==> src/rtl/hamming_scan_ctrl.sv <==
// Standalone min/max Hamming-distance sequencer on the shared data memory.
// Loads N 16-bit operands, scans all pairs j<k, and writes the results back.
module hamming_scan_ctrl #(
    parameter int N_WORDS  = 32,
    parameter int ADDR_W   = 8,
    parameter int MIN_ADDR = 64,
    parameter int MAX_ADDR = 65
) (
    input  logic              clk,
    input  logic              rst_n,
    input  logic              start,
    output logic              done,
    output logic [ADDR_W-1:0] mem_addr,
    output logic              mem_rd,
    output logic              mem_wr,
    output logic [7:0]        mem_wdata,
    input  logic [7:0]        mem_rdata,
    output logic [4:0]        min_dist,
    output logic [4:0]        max_dist,
    output logic [4:0]        min_j,
    output logic [4:0]        min_k,
    output logic [4:0]        max_j,
    output logic [4:0]        max_k
);

    typedef enum logic [2:0] {
        IDLE, LOAD, LOAD_DRAIN, SCAN,
        SCAN_DRAIN, WR_MIN, WR_MAX, DONE
    } state_t;

    localparam logic [ADDR_W-1:0] LAST_ADDR = ADDR_W'(2 * N_WORDS - 1);
    localparam logic [ADDR_W-1:0] MIN_A     = ADDR_W'(MIN_ADDR);
    localparam logic [ADDR_W-1:0] MAX_A     = ADDR_W'(MAX_ADDR);
    localparam logic [4:0]        K_LAST    = 5'(N_WORDS - 1);
    localparam logic [4:0]        J_LAST    = 5'(N_WORDS - 2);

    state_t            state;
    logic              armed;
    logic [31:0][15:0] buffer;
    logic              rvalid;
    logic [5:0]        raddr;
    logic [4:0]        j, k;
    logic [4:0]        pj, pk;
    logic [4:0]        dist_q;
    logic              dv;

    logic [4:0] dist_c;
    logic       upd_min, upd_max;
    logic [4:0] min_nxt;
    logic       busy, abort;

    function automatic logic [4:0] popcount(input logic [15:0] v);
        logic [4:0] c;
        c = 5'd0;
        for (int i = 0; i < 16; i++) c = c + 5'(v[i]);
        return c;
    endfunction

    assign dist_c  = popcount(buffer[j] ^ buffer[k]);
    assign upd_min = dv && (dist_q < min_dist);
    assign upd_max = dv && (dist_q > max_dist);
    assign min_nxt = upd_min ? dist_q : min_dist;
    assign busy    = (state != IDLE) && (state != DONE);
    assign abort   = start && busy;

    // Read data lags its address by one cycle; rvalid/raddr track that.
    always_ff @(posedge clk) begin
        if (rvalid && !raddr[0]) buffer[raddr[5:1]][15:8] <= mem_rdata;
        if (rvalid && raddr[0])  buffer[raddr[5:1]][7:0]  <= mem_rdata;
    end

    always_ff @(posedge clk or negedge rst_n) begin
        if (!rst_n) begin
            state     <= IDLE;
            armed     <= 1'b0;
            done      <= 1'b0;
            mem_rd    <= 1'b0;
            mem_wr    <= 1'b0;
            mem_addr  <= '0;
            mem_wdata <= 8'h00;
            min_dist  <= 5'd16;
            max_dist  <= 5'd0;
            min_j     <= 5'd0;
            min_k     <= 5'd0;
            max_j     <= 5'd0;
            max_k     <= 5'd0;
            rvalid    <= 1'b0;
            raddr     <= 6'd0;
            j         <= 5'd0;
            k         <= 5'd0;
            pj        <= 5'd0;
            pk        <= 5'd0;
            dist_q    <= 5'd0;
            dv        <= 1'b0;
        end else begin
            rvalid <= mem_rd;
            raddr  <= mem_addr[5:0];
            dv     <= 1'b0;
            mem_wr <= 1'b0;
            if (upd_min) begin
                min_dist <= dist_q;
                min_j    <= pj;
                min_k    <= pk;
            end
            if (upd_max) begin
                max_dist <= dist_q;
                max_j    <= pj;
                max_k    <= pk;
            end
            if (abort) begin
                state    <= IDLE;
                armed    <= 1'b1;
                mem_rd   <= 1'b0;
                mem_addr <= '0;
            end else begin
                unique case (state)
                    IDLE: begin
                        if (start) begin
                            armed <= 1'b1;
                        end else if (armed) begin
                            armed    <= 1'b0;
                            state    <= LOAD;
                            mem_rd   <= 1'b1;
                            mem_addr <= '0;
                            min_dist <= 5'd16;
                            max_dist <= 5'd0;
                            min_j    <= 5'd0;
                            min_k    <= 5'd1;
                            max_j    <= 5'd0;
                            max_k    <= 5'd1;
                        end
                    end
                    LOAD: begin
                        if (mem_addr == LAST_ADDR) begin
                            state    <= LOAD_DRAIN;
                            mem_rd   <= 1'b0;
                            mem_addr <= '0;
                        end else begin
                            mem_addr <= mem_addr + 1'b1;
                        end
                    end
                    LOAD_DRAIN: begin
                        state <= SCAN;
                        j     <= 5'd0;
                        k     <= 5'd1;
                    end
                    SCAN: begin
                        dv     <= 1'b1;
                        dist_q <= dist_c;
                        pj     <= j;
                        pk     <= k;
                        if (k == K_LAST) begin
                            if (j == J_LAST) begin
                                state <= SCAN_DRAIN;
                            end else begin
                                j <= j + 5'd1;
                                k <= j + 5'd2;
                            end
                        end else begin
                            k <= k + 5'd1;
                        end
                    end
                    // Final pair resolves on this edge, so write its outcome.
                    SCAN_DRAIN: begin
                        state     <= WR_MIN;
                        mem_wr    <= 1'b1;
                        mem_addr  <= MIN_A;
                        mem_wdata <= {3'b000, min_nxt};
                    end
                    WR_MIN: begin
                        state     <= WR_MAX;
                        mem_wr    <= 1'b1;
                        mem_addr  <= MAX_A;
                        mem_wdata <= {3'b000, max_dist};
                    end
                    WR_MAX: begin
                        state    <= DONE;
                        done     <= 1'b1;
                        mem_addr <= '0;
                    end
                    DONE: begin
                        if (start) begin
                            state <= IDLE;
                            done  <= 1'b0;
                            armed <= 1'b1;
                        end
                    end
                    default: state <= IDLE;
                endcase
            end
        end
    end

endmodule
==> config.mk <==
export PLATFORM = sky130hd
export DESIGN_NAME = hamming_scan_ctrl
export DESIGN_NICKNAME = d
export VERILOG_FILES = /design/src/rtl/hamming_scan_ctrl.sv
export SDC_FILE = /design/constraint.sdc
export NUM_CORES = 1
export LEC_CHECK = 0
export ABC_AREA = 0
export CORE_ASPECT_RATIO = 1.75
export CORE_UTILIZATION = 40
export DETAILED_ROUTE_END_ITERATION = 10
export GPL_ROUTABILITY_DRIVEN = 0
export MAX_ROUTING_LAYER = met4
export PLACE_DENSITY = 0.58
export SKIP_CTS_REPAIR_TIMING = 1
export SLEW_MARGIN = 20
export SYNTH_ARGS = -nofsm -noshare
export SYNTH_HDL_FRONTEND = slang
export SYNTH_SLANG_ARGS = --single-unit
==> constraint.sdc <==
create_clock -name clk -period 15.2 [get_ports clk]
set_input_delay 1.52 -clock clk [delete_from_list [all_inputs] [get_ports clk]]
set_output_delay 1.52 -clock clk [all_outputs]
set_load 0.005 [all_outputs]
# ---- After elaboration in Yosys (flattened, before gate mapping)
# Index checks and enable logic that the tools add are counted.
dict set report totals {
  ff_bits 598
  inputBits 11
  output_inout_bits 49
  wordCells 204
}
dict set report op_classes {
  n_addsub 19
  order_cmp 6
  n_eq_ne 21
  mux 77
  bitwise_logic 2
  reduce_logical 26
}
# operator n
set op_table {}
lappend op_table {{bitwise mux 512 bit} 2}
lappend op_table {{two-way mux 512 bit} 2}
lappend op_table {{two-way mux 5 bit} 34}
lappend op_table {{binary-select mux 16 bit (select 5 bit)} 2}
lappend op_table {{demux 16 bit (select 5 bit)} 2}
lappend op_table {{adder 5 x 1 -> 5 bit} 11}
lappend op_table {{two-way mux 16 bit} 3}
lappend op_table {{two-way mux 8 bit} 5}
lappend op_table {{one-hot mux 8 bit (5 select lines)} 1}
lappend op_table {{inequality test 3 bit (second input constant)} 8}
lappend op_table {{one-hot mux 3 bit (8 select lines)} 1}
lappend op_table {{two-way mux 3 bit} 7}
lappend op_table {{one-hot mux 5 bit (2 select lines)} 2}
lappend op_table {{less-than comparator 5 x 6 -> 1 bit (second input constant)} 3}
lappend op_table {{one-hot mux 8 bit (2 select lines)} 1}
lappend op_table {{bitwise XOR 16 bit} 1}
lappend op_table {{equality test 3 bit (second input constant)} 4}
lappend op_table {{two-way mux 1 bit} 12}
lappend op_table {{adder 5 x 1 -> 5 bit (second input constant)} 2}
lappend op_table {{equality test 5 bit (second input constant)} 2}
lappend op_table {{AND reduction 3 bit} 3}
lappend op_table {{nonzero test 3 bit} 3}
lappend op_table {{adder 8 x 1 -> 8 bit (second input constant)} 1}
lappend op_table {{equality test 8 x 6 -> 1 bit (second input constant)} 1}
lappend op_table {{22 further kinds} 38}

# ---- Depth between registers and ports, before layout
dict set report logic_depth {
  depth_word 18
  ltp_mapped 24
}

# ---- Worst setup path before layout
# No wires, ideal clock.
dict set report synth_timing {
  path_kind {register to register}
  from {register k[0]}
  to {register dist_q[2]}
  setup_time_ps 84
  t_arrival_ps 4987
  required_ps 15116
  setup_slack_ps 10129
  path_stages_with_launch 18
  path_buffers 2
  cell_sequence {dfrtp_1 > buf_6 > buf_2 > mux4_2 > mux4_2 > mux2i_1 > xnor2_1 > fa_1 > fa_1 > inv_1 > fa_1 > fa_1 > inv_1 > ha_1 > inv_1 > fa_1 > xor2_1 > o21ai_0}
}
dict set report synth_between {
  elab_chain_len 18
}
# element line
set synth_rtl {}
lappend synth_rtl {{start: declaration} 42} ;# logic [4:0] j, k;
lappend synth_rtl {{start signal: assignment} 157} ;# k <= j + 5'd2;
lappend synth_rtl {{start signal: assignment} 160} ;# k <= k + 5'd1;
lappend synth_rtl {{binary-select mux 16 bit (select 5 bit) *} 59} ;# assign dist_c = popcount(buffer[j] ^ buffer[k]);
lappend synth_rtl {{two-way mux 16 bit (implied by the code) *} 59}
lappend synth_rtl {{bitwise XOR 16 bit *} 59}
lappend synth_rtl {{adder 1 x 1 -> 2 bit} 55} ;# for (int i = 0; i < 16; i++) c = c + 5'(v[i]);
lappend synth_rtl {{adder 2 x 1 -> 3 bit} 55}
lappend synth_rtl {{adder 3 x 1 -> 4 bit} 55}
lappend synth_rtl {{adder 4 x 1 -> 5 bit} 55}
lappend synth_rtl {{adder 5 x 1 -> 5 bit (10 in series)} 55}
lappend synth_rtl {{adder 5 x 1 -> 5 bit *} 55}
lappend synth_rtl {{end signal: assignment} 149} ;# dist_q <= dist_c;
lappend synth_rtl {{end: declaration} 44} ;# logic [4:0] dist_q;
# Mark *: on every way between the ends. The rest lies on a longest branch, timed or not. The select of a mux whose other input is x is not followed.
# A chain may end at the register's enable or synchronous reset.

# ---- Final worst setup path
dict set report layout_timing {
  from {register j[0]}
  to {register dist_q[2]}
}
dict set report layout_between {
  elab_chain_len 18
}
# element line
set layout_rtl {}
lappend layout_rtl {{start: declaration} 42}
lappend layout_rtl {{start signal: assignment} 156} ;# j <= j + 5'd1;
lappend layout_rtl {{binary-select mux 16 bit (select 5 bit) *} 59}
lappend layout_rtl {{two-way mux 16 bit (implied by the code) *} 59}
lappend layout_rtl {{bitwise XOR 16 bit *} 59}
lappend layout_rtl {{adder 1 x 1 -> 2 bit} 55}
lappend layout_rtl {{adder 2 x 1 -> 3 bit} 55}
lappend layout_rtl {{adder 3 x 1 -> 4 bit} 55}
lappend layout_rtl {{adder 4 x 1 -> 5 bit} 55}
lappend layout_rtl {{adder 5 x 1 -> 5 bit (10 in series)} 55}
lappend layout_rtl {{adder 5 x 1 -> 5 bit *} 55}
# Marks and branches as above.

==> impl_metrics.tcl <==
set metrics [dict create \
    status "finished clean" \
    worstSkewPairLatency_ns 0.63 \
    cts_made_buffers 54 \
    start_kind "flip-flop" \
    min_period_ns 7.36 \
    slew_viol_final 0 \
    synthCells 1950 \
    leakage_nw 10.6 \
    syn-cell-area_um2 30200 \
    die_h_um 366 \
    hold_path.class "reg2reg" \
    areaGrowthSynthToFinish_pct 10.4 \
    post-place-ws_ns 7.74 \
    fin_crit_sh_pct 48.4 \
    power_density_nw_per_um2 143 \
    fmax_ghz 0.136 \
    multi_input_area_um2 12000 \
    core_um2 74900 \
    io_buffers 56 \
    clock_skew_ns 0.0319 \
    tightest_slew_ns 1.12 \
    grt_remaining_overflow 0 \
    end_kind "flip-flop" \
    fp-row-count 133 \
    clk_pin_slew_worst_paths_ns 0.07 \
    finalSetupTns_ns 0 \
    relSlewSlack_pct 25.3 \
    hold_viol 0 \
    synth_top_flop_cell "edfxtp_1" \
    clockBufferDepth 3 \
    drt-pass1-iter-count 7 \
    drive_above_1_share_pct 21.7 \
    fp.dieW_um 210 \
    ant_nets 0 \
    power.total_mw 4.77 \
    yosysUniqueCellTypes 58 \
    async_reset_ff_share_pct 13.9 \
    nFillCells 6549 \
    cts.sinks 595 \
    grt_pass1_wl_um 127000 \
    detail_route.wl_per_cell_um 29.9 \
    yosysWarnings 0 \
    vias 17500 \
    tritoncts "yes" \
    die_area_um2 76700 \
    largest_reg_flops 512 \
    grt_usage_pct 24.1 \
    setup_viol 0 \
    initial_core_util_pct 40.3 \
    drt-initial-drc-count 1501 \
    grt_antenna_before_repair 2 \
    final_util_pct 44.5 \
    critPathKind "reg2reg" \
    hpwl_um 60700 \
    arrival_ns 7.88 \
    required_ns 15.72 \
    grt_max_degree 65 \
    path_max_fanout 39 \
    yosys_register_bits 595 \
    num_io_pins 60 \
    drc_errors 0 \
    grt_pass1_vias 18200 \
    rsz0062_at_grt "false" \
    ys_seq_area_share_pct 57.8 \
    register_area_um2 17500 \
    ir_drop_mv 0.209 \
    syn_avg_cell_area_um2 15.5 \
    htreeDepth 2 \
    synth_edf_count 512 \
    viasPerCell 5.91 \
    wirelength_um 88200 \
    final_net_count 2003 \
    fin_ws_ns 7.84 \
    cap_violations 0 \
    clockRootBuffer "clkbuf_16" \
]
## Yosys cell counts, types with 7 or more instances
cell type    n  share of area, %
dfrtp_1     82               6.8
clkbuf_1    81               1.0
buf_2       19              0.31
a211oi_1    20              0.50
a22oi_1     13              0.32
ha_1        20              0.83
o21ai_0     43              0.71
xor2_1      10              0.29
nor2_1      97               1.2
a2111oi_0   13              0.38
and2_1     259               5.4
buf_4       24              0.60
nor3_1      15              0.25
edfxtp_1   512                51
inv_1       32              0.40
xnor2_1     10              0.29
buf_1       17              0.21
nor2b_1     18              0.37
mux2i_1    115               3.8
nand2b_1     7              0.14
nand2_1    115               1.4
nand3_1     19              0.31
a21oi_1     24              0.40
o221ai_1    12              0.35
fa_1        10              0.66
o22ai_1     14              0.29
mux4_2     258                19
## where the power goes
| group | switching, mW | internal (mW) | total (mW) |
|---|---|---|---|
| sequential | 0.0919 | 1.82 | 1.91 |
| clock | 0.624 | 0.759 | 1.38 |
| combinational | 0.821 | 0.653 | 1.47 |
| total | 1.54 | 3.23 | 4.77 |
## layout make-up
type | instances | share of cell area (%)
timing repair buffer | 102 | 2.60
clock buffer | 69 | 4.34
clock inverter | 31 | 0.866
inverter | 32 | 0.360
multi-input combinational | 1177 | 35.9
tap | 945 | 3.54
sequential | 595 | 52.4
antenna | 2 | 0.0150
## worst max-delay path: stages, from the launching register on
cell       delay [ns]
dfrtp_4          0.90
buf_4            0.78
buf_4            0.74
mux4_2           0.59
mux2i_1          0.16
nor2_1           0.06
a2111oi_0        0.46
a211oi_1         0.12
xnor2_1          0.19
fa_1             0.51
fa_1             0.53
inv_1            0.06
fa_1             0.55
fa_1             0.41
inv_1            0.08
ha_1             0.17
inv_1            0.07
fa_1             0.46
xor2_1           0.16
o21ai_0          0.15
## layer usage
| layer | share of wire [%] | vias up | global-route usage (%) |
|---|---|---|---|
| met1 | 32 | 9055 | 22.3 |
| met2 | 55 | 536 | 44.3 |
| met3 | 3.3 | 243 | 2.32 |
| li1 | - | 7624 | - |
| met4 | 10 | 0 | 20.4 |
| met5 | 0 | - | - |
## metrics by stage
step           hold slack [ns]  std cells  cell area (µm²)
6_report                 0.425       2953            33400
5_1_grt                  0.438       2952            33400
4_1_cts                  0.431       2951            33300
3_5_place_dp             0.407       2851            31600
3_3_place_gp             0.435       2851            31600
2_1_floorplan            0.390       1952            30200
## layout by cell type (no fill, tap or decap), types with 6 or more instances in the layout
cell and n:
nand2b_1 7, clkbuf_16 55, o21ai_0 43, o31ai_1 6, ha_1 20, o21ai_1 6
mux4_2 258, xnor2_1 10, a22oi_1 13, clkdlybuf4s50_1 47, nor2_2 16, buf_2 7
xor2_1 10, edfxtp_1 512, mux2i_1 115, a21oi_1 24, fa_1 10, dfrtp_1 74
a2111oi_0 7, nor2b_1 18, a22o_1 6, nor3_1 15, clkinv_2 7, and2_1 259
nand3_1 19, a21o_1 6, buf_4 48, a2111oi_2 6, nand2_1 115, inv_1 32
nor2_1 81, a211oi_1 18, o221ai_1 12, o22ai_1 14, clkinv_1 10, clkbuf_1 12
## worst paths after layout
kind	start	end	slack (ns)	depth (start not counted)
worst max-delay path	j[0]	dist_q[2]	7.84	19
worst min-delay path	mem_rd	rvalid	0.42	0
worst max register to register	j[0]	dist_q[2]	7.84	19
worst min register to register	mem_rd	rvalid	0.42	0
max in group asynchronous	rst_n	k[1]	13.29	2
min in group asynchronous	rst_n	mem_addr[6]	0.82	1
## cells by family after synthesis
family	synth area share (%)
compound gates	4.27
buf+inv	2.90
xor+xnor	0.580
simple gates	9.74
fa+ha+maj	1.49
flops	57.8
mux	23.2
other cells	0.0124
Power figures use the tool's default switching activity.
